File: src/rtl/spi_ram_slave.sv
`default_nettype none
// ============================================================================
// Module      : spi_ram_slave
// Description : Memory stage behind the SPI slave. It decodes each 10-bit
//               frame as {command[1:0], payload[7:0]} and performs
//               write-address latching, memory writes, read-address latching
//               and memory reads. Read bytes go back to the SPI slave for
//               shifting out on MISO. It also raises a sticky flag when read
//               data is requested without a preceding read address.
// Revision    : 1.0 - initial release
// ----------------------------------------------------------------------------
// Ports
//   clk          in   1  system clock, rising edge
//   rst_n        in   1  asynchronous active-low reset
//   rx_data_i    in  10  frame from SPI slave: [9:8] command, [7:0] payload
//   rx_valid_i   in   1  one-cycle strobe qualifying rx_data_i
//   err_clr_i    in   1  synchronous clear of proto_err_o
//   tx_data_o    out  8  read byte returned to SPI slave
//   tx_valid_o   out  1  tx_data_o valid (level, held until next command)
//   rd_pending_o out  1  read address latched, read-data not yet consumed
//   proto_err_o  out  1  sticky protocol-error flag
// ============================================================================
module spi_ram_slave #(
    parameter int MEM_DEPTH = 256,
    parameter int ADDR_SIZE = 8
) (
    input  logic                 clk,
    input  logic                 rst_n,
    input  logic [9:0]           rx_data_i,
    input  logic                 rx_valid_i,
    input  logic                 err_clr_i,
    output logic [7:0]           tx_data_o,
    output logic                 tx_valid_o,
    output logic                 rd_pending_o,
    output logic                 proto_err_o
);

    localparam logic [1:0] C_CMD_WR_ADDR = 2'b00;
    localparam logic [1:0] C_CMD_WR_DATA = 2'b01;
    localparam logic [1:0] C_CMD_RD_ADDR = 2'b10;
    localparam logic [1:0] C_CMD_RD_DATA = 2'b11;

    // Storage array; intentionally left without a reset.
    logic [7:0]           mem_q [MEM_DEPTH];

    logic [ADDR_SIZE-1:0] wr_addr_q,    wr_addr_d;
    logic [ADDR_SIZE-1:0] rd_addr_q,    rd_addr_d;
    logic [7:0]           tx_data_q,    tx_data_d;
    logic                 tx_valid_q,   tx_valid_d;
    logic                 rd_pending_q, rd_pending_d;
    logic                 proto_err_q,  proto_err_d;

    logic [1:0]           w_cmd;
    logic [7:0]           w_payload;
    logic                 w_mem_we;

    assign w_cmd     = rx_data_i[9:8];
    assign w_payload = rx_data_i[7:0];

    // Writes are suppressed while reset is held so traffic seen during reset
    // cannot disturb memory contents.
    assign w_mem_we  = rx_valid_i && rst_n && (w_cmd == C_CMD_WR_DATA);

    // ------------------------------------------------------------------------
    // Next-state decode
    // ------------------------------------------------------------------------
    always_comb begin
        wr_addr_d    = wr_addr_q;
        rd_addr_d    = rd_addr_q;
        tx_data_d    = tx_data_q;
        tx_valid_d   = tx_valid_q;
        rd_pending_d = rd_pending_q;
        proto_err_d  = proto_err_q;

        // Clear is evaluated first so that a same-cycle set below overrides it.
        if (err_clr_i) begin
            proto_err_d = 1'b0;
        end

        if (rx_valid_i) begin
            case (w_cmd)
                C_CMD_WR_ADDR: begin
                    wr_addr_d  = w_payload[ADDR_SIZE-1:0];
                    tx_valid_d = 1'b0;
                end
                C_CMD_WR_DATA: begin
                    tx_valid_d = 1'b0;
                end
                C_CMD_RD_ADDR: begin
                    // Re-latching while a read is pending simply replaces it.
                    rd_addr_d    = w_payload[ADDR_SIZE-1:0];
                    rd_pending_d = 1'b1;
                    tx_valid_d   = 1'b0;
                end
                default: begin
                    // Read data: the memory is written on the clock edge, so a
                    // write in the previous cycle is already visible here.
                    tx_data_d    = mem_q[rd_addr_q];
                    tx_valid_d   = 1'b1;
                    rd_pending_d = 1'b0;
                    if (!rd_pending_q) begin
                        proto_err_d = 1'b1;
                    end
                end
            endcase
        end
    end

    // ------------------------------------------------------------------------
    // Control registers
    // ------------------------------------------------------------------------
    always_ff @(posedge clk or negedge rst_n) begin
        if (!rst_n) begin
            wr_addr_q    <= '0;
            rd_addr_q    <= '0;
            tx_data_q    <= '0;
            tx_valid_q   <= 1'b0;
            rd_pending_q <= 1'b0;
            proto_err_q  <= 1'b0;
        end else begin
            wr_addr_q    <= wr_addr_d;
            rd_addr_q    <= rd_addr_d;
            tx_data_q    <= tx_data_d;
            tx_valid_q   <= tx_valid_d;
            rd_pending_q <= rd_pending_d;
            proto_err_q  <= proto_err_d;
        end
    end

    // ------------------------------------------------------------------------
    // Memory array
    // ------------------------------------------------------------------------
    always_ff @(posedge clk) begin
        if (w_mem_we) begin
            mem_q[wr_addr_q] <= w_payload;
        end
    end

    assign tx_data_o    = tx_data_q;
    assign tx_valid_o   = tx_valid_q;
    assign rd_pending_o = rd_pending_q;
    assign proto_err_o  = proto_err_q;

endmodule
`default_nettype wire
File: config.mk
export PLATFORM = sky130hd
export DESIGN_NAME = spi_ram_slave
export DESIGN_NICKNAME = d
export VERILOG_FILES = /design/src/rtl/spi_ram_slave.sv
export SDC_FILE = /design/constraint.sdc
export NUM_CORES = 2
export LEC_CHECK = 0
export ABC_AREA = 1
export BUFFER_PORTS_ARGS = -buffer_cell sky130_fd_sc_hd__buf_2
export CAP_MARGIN = 20
export CORE_ASPECT_RATIO = 0.5
export CORE_MARGIN = 1
export CORE_UTILIZATION = 56
export CTS_CLUSTER_DIAMETER = 120
export DETAILED_ROUTE_END_ITERATION = 12
export HOLD_SLACK_MARGIN = 0.02
export PLACE_DENSITY = 0.74
export SETUP_SLACK_MARGIN = 0.4
export SLEW_MARGIN = 10
export SYNTH_ARGS = -nofsm -noshare
export SYNTH_HDL_FRONTEND = slang
export SYNTH_SLANG_ARGS = --single-unit
export TNS_END_PERCENT = 5
File: constraint.sdc
create_clock -name clk -period 4.4 [get_ports clk]
set_input_delay 0.44 -clock clk [delete_from_list [all_inputs] [get_ports clk]]
set_output_delay 0.44 -clock clk [all_outputs]
set_load 0.1 [all_outputs]
==> impl_metrics.json <==
{
  "status": "complete, no violations",
  "routedWlPerCell_um": 23.8,
  "grt_util_all_layers": 0.283,
  "p_leak_nw": 31.5,
  "boundaryPins": 25,
  "drive_gt1_frac": 0.0578,
  "crit_type": "reg2reg",
  "ys.warnings.count": 0,
  "rsz0062_at_grt": "no",
  "final_antenna_net_count": 0,
  "postSynthAreaPerCell_um2": 11.9,
  "fp.dieArea_um2": 152000,
  "max_transition_viols_final": 0,
  "hold_crit_path_type": "in2reg",
  "detail_route.vias_per_cell": 6.08,
  "final_clock_period_utilization_by_the_worst_path": 0.765,
  "numCtsBuffers": 176,
  "rows": 100,
  "root_buffer": "sky130_fd_sc_hd__clkbuf_16",
  "post_synth_num_cell_types": 18,
  "power_density_nw_per_um2": 480,
  "timing.critical_path.from_type": "flip-flop",
  "cts.clk_slew.worst_paths_ns": 0.07,
  "netlist_top_cells_area": "sky130_fd_sc_hd__edfxtp_1, sky130_fd_sc_hd__nand3_1, sky130_fd_sc_hd__nand2_1",
  "internal_power_mw": 31.9,
  "drt_pre_antenna_iters": 10,
  "path_buf_inv": 2,
  "finish.instance_area_um2": 91600,
  "antenna_found_initial": 2,
  "seqPwrFrac": 0.497,
  "netlist_area_um2": 84200,
  "timing.rr.end": "tx_data_o[7]",
  "postCtsResizedCells": 0,
  "design.final.nets": 6942,
  "initial_core_util": 0.565,
  "dpl.hpwl_um": 119000,
  "timing.final.setup_violations": 0,
  "post_dp_cell_area_um2": 85900,
  "synth_fp_nets": 7095,
  "grt_pass1_wl_um": 322000,
  "worst_hold_startpoint": "rx_data_i[0]",
  "worst_margin_pin_slew_ns": 1.13,
  "clock_tree.htree_level_count": 4,
  "min_period_ns": 3.37,
  "postSynthRegisterBits": 2075,
  "sink_of_the_worst_hold_path": "mem_q[206][0]",
  "post_synth_inst_count": 7081,
  "synth_seq_area_share": 0.739,
  "dieWidth_um": 550,
  "area_growth_syn_to_layout_pct": 8.79,
  "timing.reg2reg.worst_path_depth": 12,
  "via_count": 55073,
  "worst_path_largest_cell_delay_ns": 0.62,
  "pin_count_of_the_biggest_net_entering_global_routing": 218,
  "total_power_mw": 44.0,
  "cp_top_family": "simple AND/OR/NAND/NOR gates",
  "number_of_instances_on_the_worst_hold_path": 1,
  "cp_data_arrival_time_ns": 4.12,
  "antenna-diode-count": 0,
  "gp_routability_congestion": 0.928,
  "r2r_start": "rd_addr_q[0]",
  "fmax_mhz": 297,
  "cp_max_fo": 147,
  "power_frac_clock": 0.352,
  "drt_iter0_drc": 8540,
  "grt_pass1_vias": 51687,
  "buffer_ports.inserted": 24,
  "worstPathCellList": "inv_16 > buf_4 > nand2_1 > nand3_1 > nand3_1 > nand3_1 > nand3_1 > nand3_1 > nand3_1 > nand3_1 > nand3_1 > nand2_1",
  "globalRoute.totalOverflow": 0,
  "crit_path_end_kind": "flip-flop",
  "setup_total_negative_slack_ns": 0,
  "fin_worst_skew_ns": 0.0250,
  "clk_latency_worst_skew_pair_ns": 0.82,
  "number_of_violations_of_the_max_capacitance_limit": 0,
  "finalHoldViolCount": 0,
  "drcViolationCount": 0,
  "max-slew-margin-rel": 0.247,
  "tritoncts": "built",
  "switching_power_mw": 12.1,
  "core_area_um2": 149000,
  "share_comb_of_total_power": 0.151,
  "cts_setup_buffers": 0,
  "timing.critical_path.slowest_stage_cell": "sky130_fd_sc_hd__dfrtp_4",
  "cts_max_path_buffers": 3,
  "post-synth-top-area-cell": "sky130_fd_sc_hd__edfxtp_1",
  "reg2reg_slack_ns": 1.03,
  "switching_share": 0.276,
  "drt_wl_total_um": 215000,
  "cts_sinks": 2075,
  "required_ns": 5.15,
  "netlist.area_leader.share": 0.731,
  "peakVddDrop_mv": 0.426,
  "cts_hold_buf": 4,
  "chipHeight_um": 276,
  "critPathMostFrequentCell": "sky130_fd_sc_hd__nand3_1"
}
==> power by group through the flow <==
stage / clock network, mW / logic [mW] / registers, mW
6_report: 15.5 / 6.64 / 21.9
2_1_floorplan: 0 / 4.07 / 22.4
4_1_cts: 15.5 / 6.50 / 21.9
3_3_place_gp: 0 / 6.35 / 22.3
3_5_place_dp: 0 / 6.45 / 22.3
5_1_grt: 16.2 / 7.09 / 21.9
==> cell type report <==
type | instances | area, um^2
clock buffers | 237 | 4790
clock inverters | 88 | 822
fillers | 10908 | 57400
inverters | 52 | 229
multi-input cells | 4470 | 19400
flip-flops and latches | 2075 | 62200
well taps | 1989 | 2490
repair buffers | 153 | 1660
==> per-stage QoR <==
stage               worst slack (ns)   util  std cells  hold WS [ns]
finish                          1.03  0.615       9064        0.0924
global route                   0.964  0.615       9064         0.124
CTS                             1.14  0.614       9063         0.116
detailed placement             0.845  0.577       8734         0.471
global placement               0.978  0.577       8734         0.465
floorplan                       2.27      -       7081         0.144
==> metal layers <==
| metal | share of wire | wire (um) | GRT usage | vias up |
|---|---|---|---|---|
| met5 | 0 | 0 | 0 | - |
| met4 | 0.034 | 7430 | 0.0985 | 0 |
| met3 | 0.12 | 26500 | 0.0710 | 459 |
| met2 | 0.46 | 99100 | 0.431 | 3385 |
| met1 | 0.38 | 82500 | 0.398 | 26425 |
| li1 | - | - | - | 24804 |
==> sequential cells by signal (all words and copies together), names as in the netlist <==
register,count
tx_data_o,8
wr_addr_q,8
tx_valid_o,1
proto_err_o,1
rd_pending_o,1
rd_addr_q,8
mem_q,2048
==> worst max path at each step <==
stage | from | to | slack (ns) | cells after the start
after floorplan | rx_valid_i | mem_q[176][0] | 2.27 | 6
after global placement | rx_valid_i | mem_q[28][1] | 0.98 | 6
after detailed placement | rx_valid_i | mem_q[205][1] | 0.85 | 6
after CTS | rd_addr_q[1] | tx_data_o[2] | 1.14 | 12
after global routing | rd_addr_q[0] | tx_data_o[6] | 0.96 | 12
final | rd_addr_q[0] | tx_data_o[7] | 1.03 | 12
==> cells by family after synthesis <==
group / after synthesis / synth area share
DFF: 2075 / 0.739
AOI/OAI and AO/OA: 17 / 0.00103
buffers and inverters: 536 / 0.0313
and+or+nand+nor: 4453 / 0.229
==> synth_stat cells <==
master and number:
sky130_fd_sc_hd__dfrtp_1 27, sky130_fd_sc_hd__o21ai_0 16, sky130_fd_sc_hd__inv_4 1, sky130_fd_sc_hd__nor2_1 286, sky130_fd_sc_hd__inv_2 2, sky130_fd_sc_hd__inv_1 48, sky130_fd_sc_hd__nor3_2 1, sky130_fd_sc_hd__buf_6 14
sky130_fd_sc_hd__buf_2 277, sky130_fd_sc_hd__buf_1 42, sky130_fd_sc_hd__buf_4 45, sky130_fd_sc_hd__clkbuf_1 106, sky130_fd_sc_hd__nand2_1 2123, sky130_fd_sc_hd__nor4_1 1, sky130_fd_sc_hd__edfxtp_1 2048, sky130_fd_sc_hd__clkinv_1 1
sky130_fd_sc_hd__nand3_1 2042, sky130_fd_sc_hd__o22ai_1 1
==> cells in the final DEF (no fill, tap or decap), types with 2 or more instances in the layout <==
master	n
sky130_fd_sc_hd__clkinv_2	22
sky130_fd_sc_hd__nand2_1	2110
sky130_fd_sc_hd__clkinv_8	5
sky130_fd_sc_hd__buf_4	86
sky130_fd_sc_hd__inv_8	2
sky130_fd_sc_hd__nand2_2	13
sky130_fd_sc_hd__clkinv_4	3
sky130_fd_sc_hd__edfxtp_1	2048
sky130_fd_sc_hd__clkbuf_8	5
sky130_fd_sc_hd__buf_12	38
sky130_fd_sc_hd__inv_16	2
sky130_fd_sc_hd__inv_6	5
sky130_fd_sc_hd__dlygate4sd3_1	4
sky130_fd_sc_hd__dfrtp_4	4
sky130_fd_sc_hd__clkbuf_16	181
sky130_fd_sc_hd__clkbuf_1	51
sky130_fd_sc_hd__buf_8	8
sky130_fd_sc_hd__o21ai_0	16
sky130_fd_sc_hd__nand3_1	2042
sky130_fd_sc_hd__inv_1	46
sky130_fd_sc_hd__dfrtp_1	22
sky130_fd_sc_hd__buf_2	16
sky130_fd_sc_hd__bufinv_16	13
sky130_fd_sc_hd__nor2_1	286
sky130_fd_sc_hd__clkinv_1	39
Note: power is estimated with default switching activity, not from simulation.
